[config.mk]
export PLATFORM = sky130hd
export DESIGN_NAME = feature_frame_buffer_flat
export DESIGN_NICKNAME = d
export VERILOG_FILES = /design/src/rtl/feature_frame_buffer_if.sv /design/src/rtl/feature_frame_buffer.sv /design/src/flat_wrapper.sv
export SDC_FILE = /design/constraint.sdc
export NUM_CORES = 1
export LEC_CHECK = 0
export CORE_MARGIN = 4
export CORE_UTILIZATION = 50
export CTS_CLUSTER_DIAMETER = 150
export CTS_CLUSTER_SIZE = 20
export DETAILED_ROUTE_END_ITERATION = 12
export HOLD_SLACK_MARGIN = 0.08
export PLACE_DENSITY_LB_ADDON = 0.2
export SKIP_CTS_REPAIR_TIMING = 1
export SYNTH_ARGS = -nofsm -noshare
export SYNTH_HDL_FRONTEND = slang
export SYNTH_SLANG_ARGS = --single-unit
[constraint.sdc]
create_clock -name clock_i -period 2.4 [get_ports clock_i]
set_input_delay 0.48 -clock clock_i [delete_from_list [all_inputs] [get_ports clock_i]]
set_output_delay 0.48 -clock clock_i [all_outputs]
set_load 0.05 [all_outputs]
[src/rtl/feature_frame_buffer_if.sv]
// Serial feature-sample stream into the frame buffer.
// master: sample producer; slave: feature_frame_buffer.
interface feature_frame_buffer_if #(
    parameter int IN_W = 12
) ();
    logic            s_valid;
    logic            s_ready;
    logic [IN_W-1:0] s_data;
    logic            s_sof;

    modport master (output s_valid, output s_data, output s_sof, input  s_ready);
    modport slave  (input  s_valid, input  s_data, input  s_sof, output s_ready);
endinterface

[src/rtl/feature_frame_buffer.sv]
// Collects a serial sample stream into an N-entry frame and launches the
// drowsiness detector on it. The launched frame is double-buffered in
// feat_out_o, so the next frame fills while the detector runs.
module feature_frame_buffer #(
    parameter int N       = 30,
    parameter int W       = 10,
    parameter int IN_W    = 12,
    parameter int MAX_VAL = 1023,
    parameter int CNT_W   = 16
) (
    input  logic                  clock_i,
    input  logic                  rst_n_i,
    feature_frame_buffer_if.slave s_if,
    output logic [N*W-1:0]        feat_out_o,
    output logic                  start_o,
    input  logic                  det_done_i,
    output logic                  det_busy_o,
    output logic [CNT_W-1:0]      frame_cnt_o,
    output logic [7:0]            sof_err_cnt_o
);

    localparam int                IDX_W    = (N > 1) ? $clog2(N) : 1;
    localparam logic [IDX_W-1:0]  LAST_IDX = IDX_W'(N - 1);
    localparam logic [IN_W-1:0]   MAX_IN   = IN_W'(MAX_VAL);
    localparam logic [W-1:0]      MAX_OUT  = W'(MAX_VAL);

    typedef enum logic [1:0] {
        IDLE_FILL,
        RUN_FILL,
        FULL
    } state_e;

    state_e              state_q, state_d;
    logic [W-1:0]        fill_q [N];
    logic [W-1:0]        fill_d [N];
    logic [IDX_W-1:0]    idx_q, idx_d;
    logic [7:0]          sof_err_q, sof_err_d;
    logic [CNT_W-1:0]    frame_cnt_q;
    logic [N*W-1:0]      feat_out_q, feat_launch;
    logic                start_q, det_busy_q, s_ready_q;
    logic                accept, complete, launch, done_ok;
    logic [W-1:0]        sample;

    assign accept = s_if.s_valid && s_ready_q;
    assign sample = (s_if.s_data > MAX_IN) ? MAX_OUT : s_if.s_data[W-1:0];
    // A done pulse only counts once the detector has been started and is not in its start cycle.
    assign done_ok = det_done_i && det_busy_q && !start_q;

    // Fill-buffer write, fill index and early-SOF accounting for each accepted sample.
    always_comb begin
        // NOTE: every variable gets a default before any branch so no latch is inferred.
        fill_d    = fill_q;
        idx_d     = idx_q;
        sof_err_d = sof_err_q;
        complete  = 1'b0;
        if (accept) begin
            if (s_if.s_sof) begin
                fill_d[0] = sample;
                if (idx_q != '0 && sof_err_q != 8'hFF) begin
                    sof_err_d = sof_err_q + 8'd1;
                end
                if (N == 1) begin
                    complete = 1'b1;
                    idx_d    = '0;
                end else begin
                    idx_d = IDX_W'(1);
                end
            end else if (idx_q != '0) begin
                fill_d[idx_q] = sample;
                if (idx_q == LAST_IDX) begin
                    complete = 1'b1;
                    idx_d    = '0;
                end else begin
                    idx_d = idx_q + IDX_W'(1);
                end
            end
        end
    end

    // Flatten the fill buffer (including a completing sample) into the launch image.
    always_comb begin
        feat_launch = '0;
        for (int i = 0; i < N; i++) begin
            feat_launch[i*W +: W] = fill_d[i];
        end
    end

    // Next-state and launch decision.
    always_comb begin
        state_d = state_q;
        launch  = 1'b0;
        case (state_q)
            IDLE_FILL: begin
                if (complete) begin
                    launch  = 1'b1;
                    state_d = RUN_FILL;
                end
            end
            RUN_FILL: begin
                if (complete && done_ok) begin
                    launch = 1'b1;
                end else if (complete) begin
                    state_d = FULL;
                end else if (done_ok) begin
                    state_d = IDLE_FILL;
                end
            end
            FULL: begin
                // s_ready is low here, so fill_d equals the held frame.
                if (done_ok) begin
                    launch  = 1'b1;
                    state_d = RUN_FILL;
                end
            end
            default: state_d = IDLE_FILL;
        endcase
    end

    // State, buffers, counters and registered handshake outputs.
    always_ff @(posedge clock_i) begin
        // NOTE: sequential state uses non-blocking assignments only, so all registers update together.
        if (!rst_n_i) begin
            state_q     <= IDLE_FILL;
            idx_q       <= '0;
            sof_err_q   <= '0;
            frame_cnt_q <= '0;
            feat_out_q  <= '0;
            start_q     <= 1'b0;
            det_busy_q  <= 1'b0;
            s_ready_q   <= 1'b0;
            // NOTE: the fill buffer is small and must read as empty after reset, so it is reset like any flop.
            for (int i = 0; i < N; i++) begin
                fill_q[i] <= '0;
            end
        end else begin
            state_q    <= state_d;
            idx_q      <= idx_d;
            sof_err_q  <= sof_err_d;
            fill_q     <= fill_d;
            start_q    <= launch;
            det_busy_q <= (state_d != IDLE_FILL);
            s_ready_q  <= (state_d != FULL);
            if (launch) begin
                feat_out_q  <= feat_launch;
                frame_cnt_q <= frame_cnt_q + CNT_W'(1);
            end
        end
    end

    assign s_if.s_ready  = s_ready_q;
    assign feat_out_o    = feat_out_q;
    assign start_o       = start_q;
    assign det_busy_o    = det_busy_q;
    assign frame_cnt_o   = frame_cnt_q;
    assign sof_err_cnt_o = sof_err_q;

endmodule
[src/flat_wrapper.sv]
// flat-port wrapper written by rule: the top's interface ports become plain ports
module feature_frame_buffer_flat 
#(
    parameter int N       = 30,
    parameter int W       = 10,
    parameter int IN_W    = 12,
    parameter int MAX_VAL = 1023,
    parameter int CNT_W   = 16
)
  (clock_i, rst_n_i, feat_out_o, start_o, det_done_i, det_busy_o, frame_cnt_o, sof_err_cnt_o, s_if_s_valid, s_if_s_data, s_if_s_sof, s_if_s_ready);
  feature_frame_buffer_if #(.IN_W(IN_W)) s_if_i ();
  input  logic clock_i;
  input  logic rst_n_i;
  output logic [N*W-1:0] feat_out_o;
  output logic start_o;
  input  logic det_done_i;
  output logic det_busy_o;
  output logic [CNT_W-1:0] frame_cnt_o;
  output logic [7:0] sof_err_cnt_o;
  input wire logic [$bits(s_if_i.s_valid)-1:0] s_if_s_valid;
  input wire logic [$bits(s_if_i.s_data)-1:0] s_if_s_data;
  input wire logic [$bits(s_if_i.s_sof)-1:0] s_if_s_sof;
  output wire logic [$bits(s_if_i.s_ready)-1:0] s_if_s_ready;
  assign s_if_i.s_valid = s_if_s_valid;
  assign s_if_i.s_data = s_if_s_data;
  assign s_if_i.s_sof = s_if_s_sof;
  assign s_if_s_ready = s_if_i.s_ready;
  feature_frame_buffer #(.N(N), .W(W), .IN_W(IN_W), .MAX_VAL(MAX_VAL), .CNT_W(CNT_W)) u_core (.clock_i(clock_i), .rst_n_i(rst_n_i), .s_if(s_if_i), .feat_out_o(feat_out_o), .start_o(start_o), .det_done_i(det_done_i), .det_busy_o(det_busy_o), .frame_cnt_o(frame_cnt_o), .sof_err_cnt_o(sof_err_cnt_o));
endmodule
Word level (Yosys, flattened, before mapping)
Cells that the tools add are included.

word-level totals
  input bits = 17
  output and inout port bits = 327
  flip-flop bits (word level) = 634

cells by class
  mux-type cells = 25
  reductions and logical operators = 13
  order comparisons = 3
  bitwise logic cells = 1
  equality and inequality tests = 5
  add/sub/neg operators = 3

operators with widths
  kind                                                                                count
  300-bit 2-to-1 mux                                                                  2
  300-bit bitwise mux                                                                 1
  290-bit 2-to-1 mux                                                                  1
  10-bit demux with 5-bit select                                                      1
  10-bit 2-to-1 mux                                                                   3
  16-bit by 1-bit adder with 16-bit output (second input constant)                    1
  5-bit 2-to-1 mux                                                                    3
  12-bit by 10-bit greater-than comparator with 1-bit output (second input constant)  1
  2-bit 2-to-1 mux                                                                    5
  8-bit by 1-bit adder with 8-bit output (second input constant)                      1
  8-bit inequality test (second input constant)                                       1
  1-bit 2-to-1 mux                                                                    7
  6-bit >= comparator (second input constant)                                         1
  1-bit logical AND                                                                   6
  6-bit by 1-bit < comparator with 1-bit output (second input constant)               1
  5-bit NOT with 6-bit output                                                         1
  2-bit one-hot mux with 3 select lines                                               1
  5-bit by 1-bit adder with 5-bit output (second input constant)                      1
  5-bit equality test (second input constant)                                         1
  5-bit nonzero test                                                                  1
  2-bit nonzero test                                                                  2
  1-bit one-hot mux with 3 select lines                                               1
  3-bit AND reduction                                                                 1
  2-bit by 1-bit equality test with 1-bit output (second input constant)              1
  other kinds (5)                                                                     5

Depth between registers and ports, before layout
  depth in word-level cells = 9
  gate-level depth with buffers = 10
  gate-level depth less buffers = 7

Worst setup path before layout
No wires, ideal clock.

  kind = reg2reg
  start point = register u_core.s_ready_q, in the netlist u_core.s_if.s_ready
  end point = register u_core.frame_cnt_q[12], in the netlist u_core.frame_cnt_o[12]
  arrival = 2181 ps
  cell stages (with the launch flop) = 8
  path slack = 149 ps
  required time = 2330 ps
  setup time = 70 ps
  buffers on the path = 2
  cell sequence = dfxtp_1 > buf_2 > nand4b_4 > o31ai_4 > a22oi_2 > buf_6 > or4_1 > a21oi_1

between the ends
  word-level cells in the longest chain between the ends = 5

RTL lines
  item                                       line                         source
  start, declared                            feature_frame_buffer.sv:40   logic start_q, det_busy_q, s_ready_q;
  start signal, assigned                     feature_frame_buffer.sv:142  s_ready_q <= (state_d != FULL);
  1-bit logical AND (*)                      feature_frame_buffer.sv:44   assign accept = s_if.s_valid && s_ready_q;
  1-bit 2-to-1 mux (*)                       feature_frame_buffer.sv:56   if (accept) begin
  1-bit logical AND                          feature_frame_buffer.sv:100  if (complete && done_ok) begin
  1-bit 2-to-1 mux                           feature_frame_buffer.sv:100
  1-bit one-hot mux with 3 select lines (*)  feature_frame_buffer.sv:92   case (state_q)
  end signal, assigned                       feature_frame_buffer.sv:145  frame_cnt_q <= frame_cnt_q + CNT_W'(1);
  end, declared                              feature_frame_buffer.sv:38   logic [CNT_W-1:0] frame_cnt_q;

Every way passes the cells marked *; elsewhere a longest branch is shown, timed or not.
A chain may end at the register's enable or synchronous reset.

Final worst setup path
  start point = register u_core.frame_cnt_q[0], in the netlist u_core.frame_cnt_o[0]
  end point = output port frame_cnt_o[0]

RTL lines
  item           line                source
  end, declared  flat_wrapper.sv:18  output logic [CNT_W-1:0] frame_cnt_o;

No word-level cell between the ends.

==> qor.csv <==
metric,value,unit
crit_path_max_incr_delay,0.89,ns
ir_drop,0.4150,mV
yosys-mux-area-fraction,0.03137,
clkTransAtPathRegs,0.08,ns
holdWs,0.4069,ns
reg2reg_depth,10,
synth_top_family_by_area,compound AO/OA/AOI/OAI gates,
rows,79,
min_path_type,input pin to flop,
p_leak,10.64,nW
min_from,rst_n_i,
layout.nets,3132,
hold_violations,0,
setup_viol,0,
insertion_delay,0.57,ns
fin_crit,2.331,ns
tightestPinTransition,0.7190,ns
cts_buffer_depth,3,
setup_slack,0.06931,ns
cts_tree,done,
grt_pass1_vias,19390,
synth-compound-area-share,0.1974,
first_pass_iters,5,
regToRegStartpoint,u_core.idx_q[1],
syn_nets,2841,
yosysTopAreaCell,dfxtp_1,
cts_root_buf,clkbuf_16,
final_cell_mix,"dfxtp_1 (633), nand2_1 (555), clkdlybuf4s50_1 (329)",
dieArea,0.05126,mm^2
antenna_found_initial,2,
diodes,0,
r2r_end,u_core.feat_out_o[256],
yosys.area_share.simple,0.1941,
grt_pass1_wl,104100,um
fin_cells,3718,
synth-main-ff-cell,dfxtp_1,
ant_nets,0,
htree_levels,2,
overflow,0,
syn2layout_area_growth,25.68,%
die_h,226.4,um
grt_util_all_layers,0.2519,
powerDensity,577.3,mW/mm^2
path_buf_inv,1,
synth-seq-cells,634,
cts_sinks,634,
hold_depth,3,
holdPathEnd,u_core.feat_out_o[16],
slew-limit-headroom,0.5207,
drive_gt1_frac,0.08775,
cp_slowest_cell,clkdlybuf4s50_1,
critPathRequiredTime,1.92,ns
r2r_slack,0.13,ns
yosysSeqAreaShare,0.5322,
synth_cells,2818,
die_w,226.4,um
gp_congestion,0.8573,
synth_area_leaders,"dfxtp_1 (53%), nand2_1 (8.7%), a21oi_1 (6.8%)",
synthesis.area,0.02385,mm^2
dp_hpwl,45970,um
place_inst,3676,
wl,68220,um
seq_area,0.01269,mm^2
crit_arrival,1.85,ns
design.core.area,0.04685,mm^2
max_freq,429.1,MHz
vias,20610,
drc,0,
async_flop_share,0,
cp_top_family,buffers and inverters,
fill_cells,3967,
yosys_warnings,0,
wl_per_cell,18.35,um
place_ws,-0.2992,ns
cap_violations,0,
critPathCaptureType,primary output,
critPathKind,flop to primary output,
synth_edf_count,0,
cts_inserted_buffers,37,
cp.depth,1,
total_power,17.30,mW
slew_violations,0,
syn_avg_cell_area,8.464,um^2
mostFrequentLayoutCell,dfxtp_1,
portBuffers,343,
worst_setup_path_start_kind,flop,
yosys.area_share.adder,0.003148,
drt_iter0_markers,1507,
worstPathCellList,clkdlybuf4s50_1,
multi_input_area,0.01033,mm^2
io_pins,344,
viasPerCell,5.542,
synth_top_area_frac,0.5322,
finalCritPeriodShare,0.9711,
ys_types,46,
skew,0.02478,ns
grt_max_degree,170,
cp_max_fo,4,
start_util,0.5091,
status,completed,
synthXorXnorAreaFrac,0.002203,
-- metal layers --
metal	wire, um	track usage
met2	32100	0.4152
met3	4239	0.04208
met1	29640	0.3392
met4	2229	0.08405
met5	21	0
-- where the power goes --
part / total [mW] / switching (mW) / internal [mW]
clock: 6.26 / 3.35 / 2.91
sequential: 10.5 / 0.00634 / 10.5
combinational: 0.525 / 0.368 / 0.156
total: 17.3 / 3.72 / 13.6
-- how the worst max path moves through the flow --
stage                           startpoint                      to  slack (ns)
floorplan              u_core.s_if.s_ready  u_core.frame_cnt_o[12]        0.15
global placement                s_if_s_sof  u_core.feat_out_o[103]       -0.23
detailed placement              s_if_s_sof  u_core.feat_out_o[211]       -0.30
CTS                 u_core.frame_cnt_o[11]         frame_cnt_o[11]       -0.04
global route               u_core.idx_q[1]  u_core.feat_out_o[256]       -0.01
finish               u_core.frame_cnt_o[0]          frame_cnt_o[0]        0.07
-- state kept, by name, indices dropped and copies added, names as in the netlist --
signal / count
u_core.feat_out_o: 300
u_core.fill_q: 300
u_core.frame_cnt_o: 16
u_core.sof_err_cnt_o: 8
u_core.idx_q: 5
u_core.state_q: 2
u_core.det_busy_o: 1
u_core.s_if.s_ready: 1
u_core.start_o: 1
-- cell usage after synthesis, types with 2 or more instances --
master	number
nor2b_1	2
and3_1	4
or4_1	8
o31ai_1	8
nor4_1	3
xor2_1	4
inv_1	6
nand3_1	9
a21oi_1	322
xnor2_1	2
buf_1	3
a21o_1	2
nand2b_1	3
mux2i_1	5
nor4b_1	2
nand4_1	7
dfxtp_1	634
o21ai_0	245
clkbuf_1	183
and2_1	162
nand2_1	555
or3_1	17
mux2_2	62
ha_1	6
buf_2	38
nand4b_1	5
and4b_1	4
o21a_1	89
nand3b_1	4
nor2_1	266
o211ai_1	140
nor3b_1	3
buf_6	2
-- cell families (layout without fill, tap and decap cells) --
family,count (synthesis),after routing
AND/OR/NAND/NOR,1058,1058
AO/OA/AOI/OAI,813,813
flip-flops,634,634
buffers and inverters,234,527
multiplexers,67,67
adder cells (fa/ha/maj),6,6
XOR/XNOR,6,6
-- final cells by class --
class | count | area share
inverters | 7 | 0.001127
clock inverters | 2 | 0.0005844
multi-input cells | 1950 | 0.3447
clock buffers | 39 | 0.03256
repair buffers | 479 | 0.1722
flip-flops and latches | 634 | 0.4234
well taps | 607 | 0.02534
-- tightest hold or removal path, cell delays in order --
cell,delay (ns)
buf_4,0.13
inv_8,0.14
a21oi_1,0.16
-- stage by stage --
stage	utilization	setup TNS [ns]	instance area [um^2]
after floorplan	-	0	23850
after global placement	0.6167	-39.47	28890
after detailed placement	0.6167	-58.84	28890
after CTS	0.6379	-0.1178	29890
after global routing	0.6398	-0.02218	29980
final	0.6398	0	29980
No activity file was read; power rests on OpenSTA's default activity.
